**src/rtl/dac_jesd204_pkg.sv**
```systemverilog
// Shared definitions for the DAC JESD204 transmit framer: FSM encoding and octet geometry.
// Consumed by dac_jesd204_tx_framer and dac_jesd204_tx_map.
package dac_jesd204_pkg;

  localparam logic [1:0] ST_IDLE  = 2'd0;
  localparam logic [1:0] ST_PRIME = 2'd1;
  localparam logic [1:0] ST_RUN   = 2'd2;
  localparam logic [1:0] ST_DRAIN = 2'd3;

  localparam int OCTETS_PER_SAMPLE = 2;
  localparam int OCTETS_PER_LANE   = 4;

  // Keeps the top CHANNEL_WIDTH bits of a 16-bit MSB-aligned sample.
  function automatic logic [15:0] sample_mask(input int channel_width);
    return 16'hFFFF << (16 - channel_width);
  endfunction

endpackage

```
**src/rtl/dac_jesd204_tx_map.sv**
```systemverilog
// Combinational octet mapper: reorders channel-grouped samples into the JESD204 octet stream.
// Output is all zeros when head_valid is low.
module dac_jesd204_tx_map
  import dac_jesd204_pkg::*;
#(
  parameter int NUM_LANES     = 1,
  parameter int NUM_CHANNELS  = 1,
  parameter int CHANNEL_WIDTH = 16
) (
  input  logic [NUM_LANES*OCTETS_PER_LANE*8-1:0] head,
  input  logic                                   head_valid,
  output logic [NUM_LANES*OCTETS_PER_LANE*8-1:0] data
);

  localparam int SW  = OCTETS_PER_SAMPLE * 8;
  localparam int DPW = 2 * NUM_LANES / NUM_CHANNELS;
  localparam logic [SW-1:0] MASK = sample_mask(CHANNEL_WIDTH);

  always_comb begin
    // NOTE: default every output first so no path through the block infers a latch.
    data = '0;
    if (head_valid) begin
      for (int c = 0; c < NUM_CHANNELS; c++) begin
        for (int s = 0; s < DPW; s++) begin
          // Sample index i = s*NUM_CHANNELS + c; its MSB octet goes first on the wire.
          data[(s*NUM_CHANNELS + c)*SW     +: 8] = head[(c*DPW + s)*SW + 8 +: 8] & MASK[15:8];
          data[(s*NUM_CHANNELS + c)*SW + 8 +: 8] = head[(c*DPW + s)*SW     +: 8] & MASK[7:0];
        end
      end
    end
  end

endmodule

```
**src/rtl/dac_jesd204_tx_framer.sv**
```systemverilog
// DAC JESD204 transmit framer: 2-entry beat FIFO, IDLE/PRIME/RUN/DRAIN control and underflow flag.
// Optional underflow counter port enabled by defining DAC_JESD204_TX_UNDERFLOW_CNT_EN.
module dac_jesd204_tx_framer
  import dac_jesd204_pkg::*;
#(
  parameter int NUM_LANES     = 1,
  parameter int NUM_CHANNELS  = 1,
  parameter int CHANNEL_WIDTH = 16
) (
  input  logic                    tx_clk,
  input  logic                    tx_rst,
  input  logic                    enable,
  input  logic                    dac_valid,
  input  logic [NUM_LANES*32-1:0] dac_data,
  output logic                    dac_ready,
  output logic                    tx_valid,
  output logic [NUM_LANES*32-1:0] tx_data,
  input  logic                    tx_ready,
  output logic                    underflow,
  input  logic                    underflow_clr
`ifdef DAC_JESD204_TX_UNDERFLOW_CNT_EN
  ,
  output logic [15:0]             underflow_cnt
`endif
);

  localparam int DW = NUM_LANES * OCTETS_PER_LANE * 8;

  logic [1:0]    state, state_nxt;
  logic [DW-1:0] mem [2];
  logic          wr_ptr, rd_ptr;
  logic [1:0]    count;
  logic          empty, wr_en, rd_en, underflow_evt;

  assign empty         = (count == 2'd0);
  // No full bypass: a full FIFO refuses writes even while it is being read.
  assign dac_ready     = ((state == ST_PRIME) || (state == ST_RUN)) && (count < 2'd2);
  assign tx_valid      = (state == ST_PRIME) || (state == ST_RUN) || ((state == ST_DRAIN) && !empty);
  assign wr_en         = dac_valid && dac_ready;
  assign rd_en         = tx_valid && tx_ready && !empty;
  assign underflow_evt = (state == ST_RUN) && tx_ready && empty;

  always_comb begin
    state_nxt = state;
    case (state)
      ST_IDLE:  if (enable) state_nxt = ST_PRIME;
      ST_PRIME: if (!enable) state_nxt = ST_DRAIN;
                else if (wr_en) state_nxt = ST_RUN;
      ST_RUN:   if (!enable) state_nxt = ST_DRAIN;
      ST_DRAIN: if (empty) state_nxt = ST_IDLE;
      default:  state_nxt = ST_IDLE;
    endcase
  end

  // NOTE: sequential state uses non-blocking assignments so every register samples pre-edge values.
  always_ff @(posedge tx_clk or posedge tx_rst) begin
    if (tx_rst) begin
      state  <= ST_IDLE;
      count  <= 2'd0;
      wr_ptr <= 1'b0;
      rd_ptr <= 1'b0;
    end else begin
      state <= state_nxt;
      count <= count + {1'b0, wr_en} - {1'b0, rd_en};
      if (wr_en) wr_ptr <= ~wr_ptr;
      if (rd_en) rd_ptr <= ~rd_ptr;
    end
  end

  // NOTE: storage has no reset; count gates the head, so stale contents are never sent.
  always_ff @(posedge tx_clk) begin
    if (wr_en) mem[wr_ptr] <= dac_data;
  end

  // Set wins over clear so a coincident underflow is never lost.
  always_ff @(posedge tx_clk or posedge tx_rst) begin
    if (tx_rst)             underflow <= 1'b0;
    else if (underflow_evt) underflow <= 1'b1;
    else if (underflow_clr) underflow <= 1'b0;
  end

`ifdef DAC_JESD204_TX_UNDERFLOW_CNT_EN
  always_ff @(posedge tx_clk or posedge tx_rst) begin
    if (tx_rst) begin
      underflow_cnt <= 16'd0;
    end else if (underflow_evt) begin
      if (underflow_clr)                   underflow_cnt <= 16'd1;
      else if (underflow_cnt != 16'hFFFF) underflow_cnt <= underflow_cnt + 16'd1;
    end else if (underflow_clr) begin
      underflow_cnt <= 16'd0;
    end
  end
`endif

  dac_jesd204_tx_map #(
    .NUM_LANES     (NUM_LANES),
    .NUM_CHANNELS  (NUM_CHANNELS),
    .CHANNEL_WIDTH (CHANNEL_WIDTH)
  ) u_map (
    .head       (mem[rd_ptr]),
    .head_valid (!empty),
    .data       (tx_data)
  );

endmodule

```
**config.mk**
```make
export PLATFORM = sky130hd
export DESIGN_NAME = dac_jesd204_tx_framer
export DESIGN_NICKNAME = d
export VERILOG_FILES = /design/src/rtl/dac_jesd204_pkg.sv /design/src/rtl/dac_jesd204_tx_map.sv /design/src/rtl/dac_jesd204_tx_framer.sv
export SDC_FILE = /design/constraint.sdc
export NUM_CORES = 1
export LEC_CHECK = 0
export CAP_MARGIN = 30
export CORE_MARGIN = 2
export CORE_UTILIZATION = 52
export DETAILED_ROUTE_END_ITERATION = 12
export GPL_ROUTABILITY_DRIVEN = 0
export PLACE_DENSITY = 0.84
export REMOVE_ABC_BUFFERS = 1
export SYNTH_ARGS = -nofsm -noshare
export SYNTH_HDL_FRONTEND = slang
export SYNTH_SLANG_ARGS = --single-unit
```
**constraint.sdc**
```tcl
create_clock -name tx_clk -period 4.1 [get_ports tx_clk]
set_input_delay 0.82 -clock tx_clk [delete_from_list [all_inputs] [get_ports tx_clk]]
set_output_delay 0.82 -clock tx_clk [all_outputs]
set_load 0.02 [all_outputs]
```
==> insert_results.sql, run 1 <==
INSERT INTO impl_metrics (metric_group, metric, value, unit) VALUES
('yosys', 'yosysWarningCount', '0', ''),
('critical_path', 'arrival', '2.34', 'ns'),
('floorplan', 'floorplan.initialDensity', '54.9', '%'),
('critical_path', 'cpPeakStageDelay', '0.55', 'ns'),
('clocking', 'post_cts_hold_buffer_count', '0', ''),
('drt', 'drtPass1Iterations', '4', ''),
('drt', 'route.detailed.drc', '0', ''),
('min_path', 'hold_class', 'reg -> reg', ''),
('sta', 'hold_slack', '0.526', 'ns'),
('floorplan', 'fp.dieH', '77.9', 'um'),
('clocking', 'post_cts_resize_count', '0', ''),
('yosys', 'synth_seq_cells', '71', ''),
('pwr', 'power_density', '759', 'nW/um^2'),
('critical_path', 'worstPathCellList', 'nor2_2, buf_4, nor2_1, clkdlybuf4s50_1', ''),
('sta', 'finalHoldViolations', '0', ''),
('sta', 'headroom_to_the_max_slew_limit', '35.8', '%'),
('floorplan', 'floorplan.io_pins', '73', ''),
('global_routing', 'globalRouteTotalUtil', '17.6', '%'),
('sta', 'tightest_slew', '0.963', 'ns'),
('global_routing', 'pin_count_of_the_biggest_net_entering_global_routing', '34', ''),
('final_layout', 'area_growth', '35.2', '%'),
('floorplan', 'die-width', '77.9', 'um'),
('critical_path', 'slowest_stage', 'sky130_fd_sc_hd__nor2_2', ''),
('critical_path', 'worst_setup_ep_type', 'output port', ''),
('sta', 'fin_setup_tns', '0', 'ns'),
('critical_path', 'worst_setup_path_start_kind', 'flip-flop', ''),
('sta', 'grt_setup_unrepaired', 'false', ''),
('global_routing', 'antenna_found_initial', '0', ''),
('yosys', 'synth.yosys.seq_area_share', '73.9', '%'),
('floorplan', 'die-area', '6060', 'sq um'),
('critical_path', 'crit_path_buffers_inverters', '2', ''),
('sta', 'period_minus_slack', '3.16', 'ns'),
('yosys', 'synth_area_leaders', 'sky130_fd_sc_hd__edfxtp_1 68%, sky130_fd_sc_hd__mux2i_1 11%, sky130_fd_sc_hd__dfrtp_1 6.2%', ''),
('floorplan', 'floorplan.rows', '26', ''),
('sta', 'fmax', '317', 'MHz'),
('global_routing', 'vias_in_the_first_global_route', '1706', ''),
('sta', 'skew', '0.0103', 'ns'),
('place', 'dp_hpwl', '3.32', 'mm'),
('drt', 'via_count', '1645', ''),
('yosys', 'synthDistinctLibCells', '21', ''),
('yosys', 'synthesized_area_divided_by_synthesized_cell_count', '15.9', 'sq um'),
('clocking', 'cts-buffers-inserted', '9', ''),
('outcome', 'run_status', 'finished, final reports clean', ''),
('sta', 'setup_viol_count_final', '0', ''),
('drt', 'drt-wirelength-per-cell', '15.1', 'um'),
('yosys', 'synth_top_area_share', '67.7', '%'),
('yosys', 'synthesis.instances', '178', ''),
('global_routing', 'global_route_wire_length_before_repair', '8.03', 'mm'),
('sta', 'finalMaxSlewViolations', '0', ''),
('pwr', 'peakVddDrop', '0.515', 'mV'),
('clocking', 'clkSlewWorstSetupHoldPaths', '0.07', 'ns'),
('place', 'pre_cts_ws', '1.29', 'ns'),
('yosys', 'synthesis.area', '2840', 'sq um'),
('clocking', 'post-cts-setup-buffer-count', '0', ''),
('final_layout', 'layout.core_utilization', '74.2', '%'),
('final_layout', 'nets', '300', ''),
('place', 'io_buffer_count', '72', ''),
('critical_path', 'timing.setup.critical_path_class', 'reg -> out', ''),
('yosys', 'netlist.top_cell.by_area', 'sky130_fd_sc_hd__edfxtp_1', ''),
('pwr', 'post-layout-total-power', '0.00291', 'W'),
('sta', 'ratio_of_final_minimum_period_to_clock_period', '77.0', '%'),
('drt', 'initialDrtViolationCount', '75', ''),
('job', 'drv.max_cap_violation_count', '0', ''),
('critical_path', 'timing.critical_path.fanout_max', '19', ''),
('drt', 'wl', '4.99', 'mm'),
('clocking', 'clock_insertion_delay_worst_skew', '0.33', 'ns'),
('drt', 'avgViaCountPerCell', '4.98', ''),
('final_layout', 'layout-drive-gt1-share', '7.69', '%'),
('critical_path', 'cp.required', '3.28', 'ns'),
('sta', 'final_critical_path_setup_slack', '0.941', 'ns'),
('clocking', 'cts_num_sinks', '71', ''),
('clocking', 'htree_levels', '3', ''),
('final_layout', 'layout.filler_cells', '324', ''),
('clocking', 'cts_tree', 'done', ''),
('final_layout', 'num_antenna_cells', '0', ''),
('critical_path', 'cp_top_family', 'buffers and inverters', ''),
('clocking', 'clockRootBuffer', 'sky130_fd_sc_hd__clkbuf_8', ''),
('global_routing', 'grt_remaining_overflow', '0', ''),
('clocking', 'clockBufferDepth', '2', ''),
('drt', 'antenna_violating_nets_post_route', '0', ''),
('floorplan', 'fp.coreArea', '5170', 'sq um'),
('pwr', 'cellLeakagePower', '1.44', 'nW');
cells in the mapped netlist, drive strengths merged:
master	instances
nand2	1
o21ai	5
nor2b	2
mux2i	32
and4bb	1
mux2	1
edfxtp	64
buf	4
dfrtp	7
clkbuf	3
nor2	36
xnor2	3
nand3	1
and3	1
ha	7
xor2	1
o221ai	1
o41a	1
inv	6
nand2b	1
state kept, by name, summed over array words and instances, names as in the netlist:
name and count:
underflow 1, mem 64, wr_ptr 1, rd_ptr 1, count 2, state 2
area by class of cell:
| class | count | area, sq um | area share (%) |
|---|---|---|---|
| sequential | 71 | 2100 | 54.7 |
| multi-input combinational | 94 | 698 | 18.2 |
| clock inverter | 3 | 42.5 | 1.11 |
| inverter | 6 | 22.5 | 0.587 |
| clock buffer | 13 | 159 | 4.14 |
| timing repair buffer | 73 | 728 | 19.0 |
| tap | 70 | 87.6 | 2.28 |
worst min-delay path, stage by stage (launching register included):
cell,delay (ns)
sky130_fd_sc_hd__dfrtp_1,0.38
sky130_fd_sc_hd__inv_1,0.05
sky130_fd_sc_hd__o21ai_0,0.06
per-stage QoR:
step | instance area, sq um | std cells
6_report | 3840 | 330
5_1_grt | 3840 | 330
4_1_cts | 3840 | 330
3_5_place_dp | 3630 | 314
3_3_place_gp | 3630 | 314
2_1_floorplan | 2810 | 171
power breakdown:
group | internal [W] | total (W) | switching [W]
Sequential | 0.000959 | 0.00110 | 0.000139
Combinational | 0.000613 | 0.00126 | 0.000647
Clock | 0.000314 | 0.000555 | 0.000241
Total | 0.00189 | 0.00291 | 0.00103
path summary, 6_finish.rpt:
check                          start  cells after the start          end  slack (ns)
hold / removal             underflow                      2    underflow        0.53
hold reg to reg            underflow                      2    underflow        0.53
setup / recovery            count[1]                      4  tx_data[21]        0.94
max in group asynchronous     tx_rst                      2       rd_ptr        3.14
setup reg to reg            state[1]                      5   mem[0][10]        1.68
min in group asynchronous     tx_rst                      2     count[1]        0.72
layout by cell type (no fill, tap or decap):
cell type / instances
sky130_fd_sc_hd__and3_2: 1
sky130_fd_sc_hd__and4bb_1: 1
sky130_fd_sc_hd__buf_4: 1
sky130_fd_sc_hd__bufinv_16: 1
sky130_fd_sc_hd__clkbuf_1: 2
sky130_fd_sc_hd__clkbuf_8: 11
sky130_fd_sc_hd__clkdlybuf4s50_1: 72
sky130_fd_sc_hd__clkinv_2: 1
sky130_fd_sc_hd__clkinvlp_4: 1
sky130_fd_sc_hd__dfrtp_1: 6
sky130_fd_sc_hd__dfrtp_2: 1
sky130_fd_sc_hd__edfxtp_1: 64
sky130_fd_sc_hd__ha_1: 7
sky130_fd_sc_hd__inv_1: 6
sky130_fd_sc_hd__mux2_1: 1
sky130_fd_sc_hd__mux2i_1: 32
sky130_fd_sc_hd__nand2_1: 1
sky130_fd_sc_hd__nand2b_1: 1
sky130_fd_sc_hd__nand3_1: 1
sky130_fd_sc_hd__nor2_1: 34
sky130_fd_sc_hd__nor2_2: 1
sky130_fd_sc_hd__nor2_4: 1
sky130_fd_sc_hd__nor2b_1: 2
sky130_fd_sc_hd__o21ai_0: 3
sky130_fd_sc_hd__o21ai_1: 2
sky130_fd_sc_hd__o221ai_2: 1
sky130_fd_sc_hd__o41a_1: 1
sky130_fd_sc_hd__xnor2_1: 3
sky130_fd_sc_hd__xor2_1: 1
layer usage:
metal	vias up	global-route usage, %	part of all wire, %
met3	5	6.16	5.4
met2	48	30.6	53
li1	804	-	-
met4	0	6.43	0.92
met5	-	0	0
met1	788	20.1	40
kinds of logic (layout without fill, tap and decap cells):
| family | count (synthesis) | in the layout | share of synthesized area [%] |
|---|---|---|---|
| AO/OA/AOI/OAI | 7 | 7 | 1.81 |
| buffers and inverters | 13 | 95 | 1.90 |
| adder cells (fa/ha/maj) | 7 | 7 | 3.09 |
| multiplexers | 33 | 33 | 11.7 |
| XOR/XNOR | 4 | 4 | 1.23 |
| flip-flops | 71 | 71 | 73.9 |
| AND/OR/NAND/NOR | 43 | 43 | 6.39 |
Power figures use the tool's default switching activity.
==> run 2: changes to the inputs <==
CORE_UTILIZATION = 44   (was 52)
PLACE_DENSITY = 0.76   (was 0.84)
clock period = 2.65 ns   (was 4.1 ns; I/O delays follow)
==> run 2 against run 1 <==
Against the previous run:
- power grew 52%
- final cell count increased by 3.3%
- count of clock-buffer cells in the layout down 3
- largest cell class unchanged
- first-iteration DRC count decreased by 33%
- register-to-register slack got worse by 1.2 ns
- clock power up 24%
- via count is the same
- die area rose by 17%
- sequential cell count did not move
- global-route usage is 2.8 points lower
- clock skew down 0.0040 ns
- highest routed layer unchanged
- routed wire length shrank 2.4%
==> insert_results.sql, run 2 (synthesized netlist as in run 1, its figures left out) <==
INSERT INTO impl_metrics (metric_group, metric, value, unit) VALUES
('sta', 'fmax', '405', 'MHz'),
('sta', 'period_minus_slack', '2.47', 'ns'),
('critical_path', 'timing.setup.critical_path_class', 'reg -> out', ''),
('pwr', 'power_density', '1140', 'nW/um^2'),
('sta', 'headroom_to_the_max_slew_limit', '70.7', '%'),
('drt', 'wl', '4.87', 'mm'),
('critical_path', 'worst_setup_path_start_kind', 'flip-flop', ''),
('sta', 'ratio_of_final_minimum_period_to_clock_period', '93.2', '%'),
('clocking', 'post_cts_hold_buffer_count', '0', ''),
('critical_path', 'cp.required', '2.12', 'ns'),
('final_layout', 'num_antenna_cells', '0', ''),
('job', 'drv.max_cap_violation_count', '0', ''),
('final_layout', 'nets', '305', ''),
('final_layout', 'layout.filler_cells', '496', ''),
('critical_path', 'timing.critical_path.fanout_max', '13', ''),
('drt', 'avgViaCountPerCell', '4.82', ''),
('floorplan', 'fp.dieH', '84.3', 'um'),
('critical_path', 'cpPeakStageDelay', '0.63', 'ns'),
('clocking', 'post-cts-setup-buffer-count', '0', ''),
('final_layout', 'largest_register_ffs', '64', ''),
('clocking', 'cts_tree', 'done', ''),
('final_layout', 'post_layout_nonfiller_instances', '341', ''),
('floorplan', 'floorplan.io_pins', '73', ''),
('sta', 'finalMaxSlewViolations', '0', ''),
('clocking', 'cts-buffers-inserted', '9', ''),
('critical_path', 'worst_setup_ep_type', 'output port', ''),
('sta', 'hold_slack', '0.425', 'ns'),
('pwr', 'power.switching', '0.00159', 'W'),
('final_layout', 'layout-drive-gt1-share', '9.09', '%'),
('sta', 'finalHoldViolations', '0', ''),
('clocking', 'post_cts_resize_count', '0', ''),
('critical_path', 'cp_top_family', 'buffers and inverters', ''),
('global_routing', 'pin_count_of_the_biggest_net_entering_global_routing', '33', ''),
('drt', 'drt-wirelength-per-cell', '14.3', 'um'),
('floorplan', 'floorplan.rows', '29', ''),
('global_routing', 'global_route_wire_length_before_repair', '7.91', 'mm'),
('global_routing', 'globalRouteTotalUtil', '14.8', '%'),
('global_routing', 'grt_remaining_overflow', '0', ''),
('drt', 'drtPass1Iterations', '4', ''),
('clocking', 'clockBufferDepth', '2', ''),
('critical_path', 'crit_path_buffers_inverters', '2', ''),
('floorplan', 'die-area', '7110', 'sq um'),
('outcome', 'run_status', 'finished, final reports clean', ''),
('pwr', 'cellLeakagePower', '1.47', 'nW'),
('pwr', 'peakVddDrop', '0.660', 'mV'),
('pwr', 'swShare', '35.9', '%'),
('global_routing', 'antenna_found_initial', '0', ''),
('final_layout', 'area_growth', '36.6', '%'),
('sta', 'tightest_slew', '0.440', 'ns'),
('critical_path', 'slowest_stage', 'sky130_fd_sc_hd__clkdlybuf4s50_1', ''),
('min_path', 'hold_class', 'in -> async', ''),
('clocking', 'htree_levels', '3', ''),
('pwr', 'clkPwrFrac', '15.6', '%'),
('place', 'dpl.cell_count', '326', ''),
('clocking', 'clock_insertion_delay_worst_skew', '0.33', 'ns'),
('pwr', 'comb_power_share', '48.0', '%'),
('place', 'io_buffer_count', '72', ''),
('floorplan', 'floorplan.initialDensity', '45.2', '%'),
('pwr', 'p_seq_share', '36.4', '%'),
('drt', 'route.detailed.drc', '0', ''),
('floorplan', 'die-width', '84.3', 'um'),
('clocking', 'cts_num_sinks', '71', ''),
('final_layout', 'mostFrequentLayoutCells', '71 x sky130_fd_sc_hd__clkdlybuf4s50_1, 64 x sky130_fd_sc_hd__edfxtp_1, 34 x sky130_fd_sc_hd__nor2_1, 32 x sky130_fd_sc_hd__mux2i_1, 9 x sky130_fd_sc_hd__clkbuf_8', ''),
('drt', 'via_count', '1645', ''),
('final_layout', 'largest_registers', 'mem x64, count x2, state x2', ''),
('drt', 'antenna_violating_nets_post_route', '0', ''),
('clocking', 'clkSlewWorstSetupHoldPaths', '0.07', 'ns'),
('drt', 'initialDrtViolationCount', '50', ''),
('floorplan', 'fp.coreArea', '6280', 'sq um'),
('sta', 'grt_setup_unrepaired', 'false', ''),
('sta', 'skew', '0.00624', 'ns'),
('clocking', 'clockRootBuffer', 'sky130_fd_sc_hd__clkbuf_8', ''),
('critical_path', 'worstPathCellList', 'buf_12, mux2i_1, nor2_1, clkdlybuf4s50_1', ''),
('global_routing', 'vias_in_the_first_global_route', '1657', ''),
('sta', 'setup_viol_count_final', '0', ''),
('place', 'dp_hpwl', '3.37', 'mm'),
('pwr', 'p_int', '0.00283', 'W'),
('final_layout', 'largest_register', 'mem', ''),
('final_layout', 'most_common_cell_after_layout_fill_and_taps_aside', 'sky130_fd_sc_hd__clkdlybuf4s50_1', ''),
('critical_path', 'arrival', '1.94', 'ns');
-- run 2: cell count changes in the layout (fill, tap and decap cells not counted), sizes merged --
cell           previous run  this run
buf                       1         6
clkbuf                   13        10
clkdlybuf4s50            72        71
dlymetal6s2s              0         1
clkinv                    1         4
bufinv                    1         0
-- run 2: worst paths after layout --
path	start	end	slack, ns	cells past startpoint
max	rd_ptr	tx_data[18]	0.18	4
min	tx_rst	rd_ptr	0.42	2
max reg2reg	state[0]	count[1]	0.53	9
min reg2reg	wr_ptr	wr_ptr	0.55	1
max in group asynchronous	tx_rst	rd_ptr	2.00	2
min in group tx_clk	wr_ptr	wr_ptr	0.55	1
-- run 2: per-stage QoR --
| stage | TNS [ns] | power, W | setup WS (ns) | instance area (sq um) | util, % |
|---|---|---|---|---|---|
| 2_1_floorplan | -16.10 | 0.00280 | -0.503 | 2810 | - |
| 3_3_place_gp | 0 | 0.00375 | 0.511 | 3720 | 59.2 |
| 3_5_place_dp | 0 | 0.00379 | 0.456 | 3720 | 59.2 |
| 4_1_cts | 0 | 0.00449 | 0.0867 | 3870 | 61.7 |
| 5_1_grt | 0 | 0.00470 | 0.0881 | 3870 | 61.7 |
| 6_report | 0 | 0.00442 | 0.180 | 3870 | 61.7 |
-- run 2: per-layer routing --
metal | wire, um | up-vias | track usage, %
met3 | 207 | 6 | 3.24
met2 | 2510 | 51 | 24.2
met1 | 2060 | 781 | 18.0
li1 | - | 807 | -
met5 | 0 | - | 0
met4 | 89 | 0 | 8.80
-- run 2: final cells by class --
cell class / instances / area (sq um) / share of cell area [%]
Timing Repair Buffer: 78 / 806 / 20.8
Multi-Input combinational cell: 94 / 698 / 18.0
Tap cell: 77 / 96.3 / 2.49
Clock buffer: 10 / 128 / 3.29
Inverter: 6 / 22.5 / 0.581
Sequential cell: 71 / 2100 / 54.1
Clock inverter: 5 / 26.3 / 0.678
-- run 2: power by group through the flow --
stage / clock (W) / sequential [W] / combinational, W
finish: 0.000688 / 0.00161 / 0.00212
floorplan: 0 / 0.00167 / 0.00114
CTS: 0.000710 / 0.00161 / 0.00216
detailed placement: 0 / 0.00164 / 0.00215
global placement: 0 / 0.00162 / 0.00212
global route: 0.000762 / 0.00163 / 0.00230
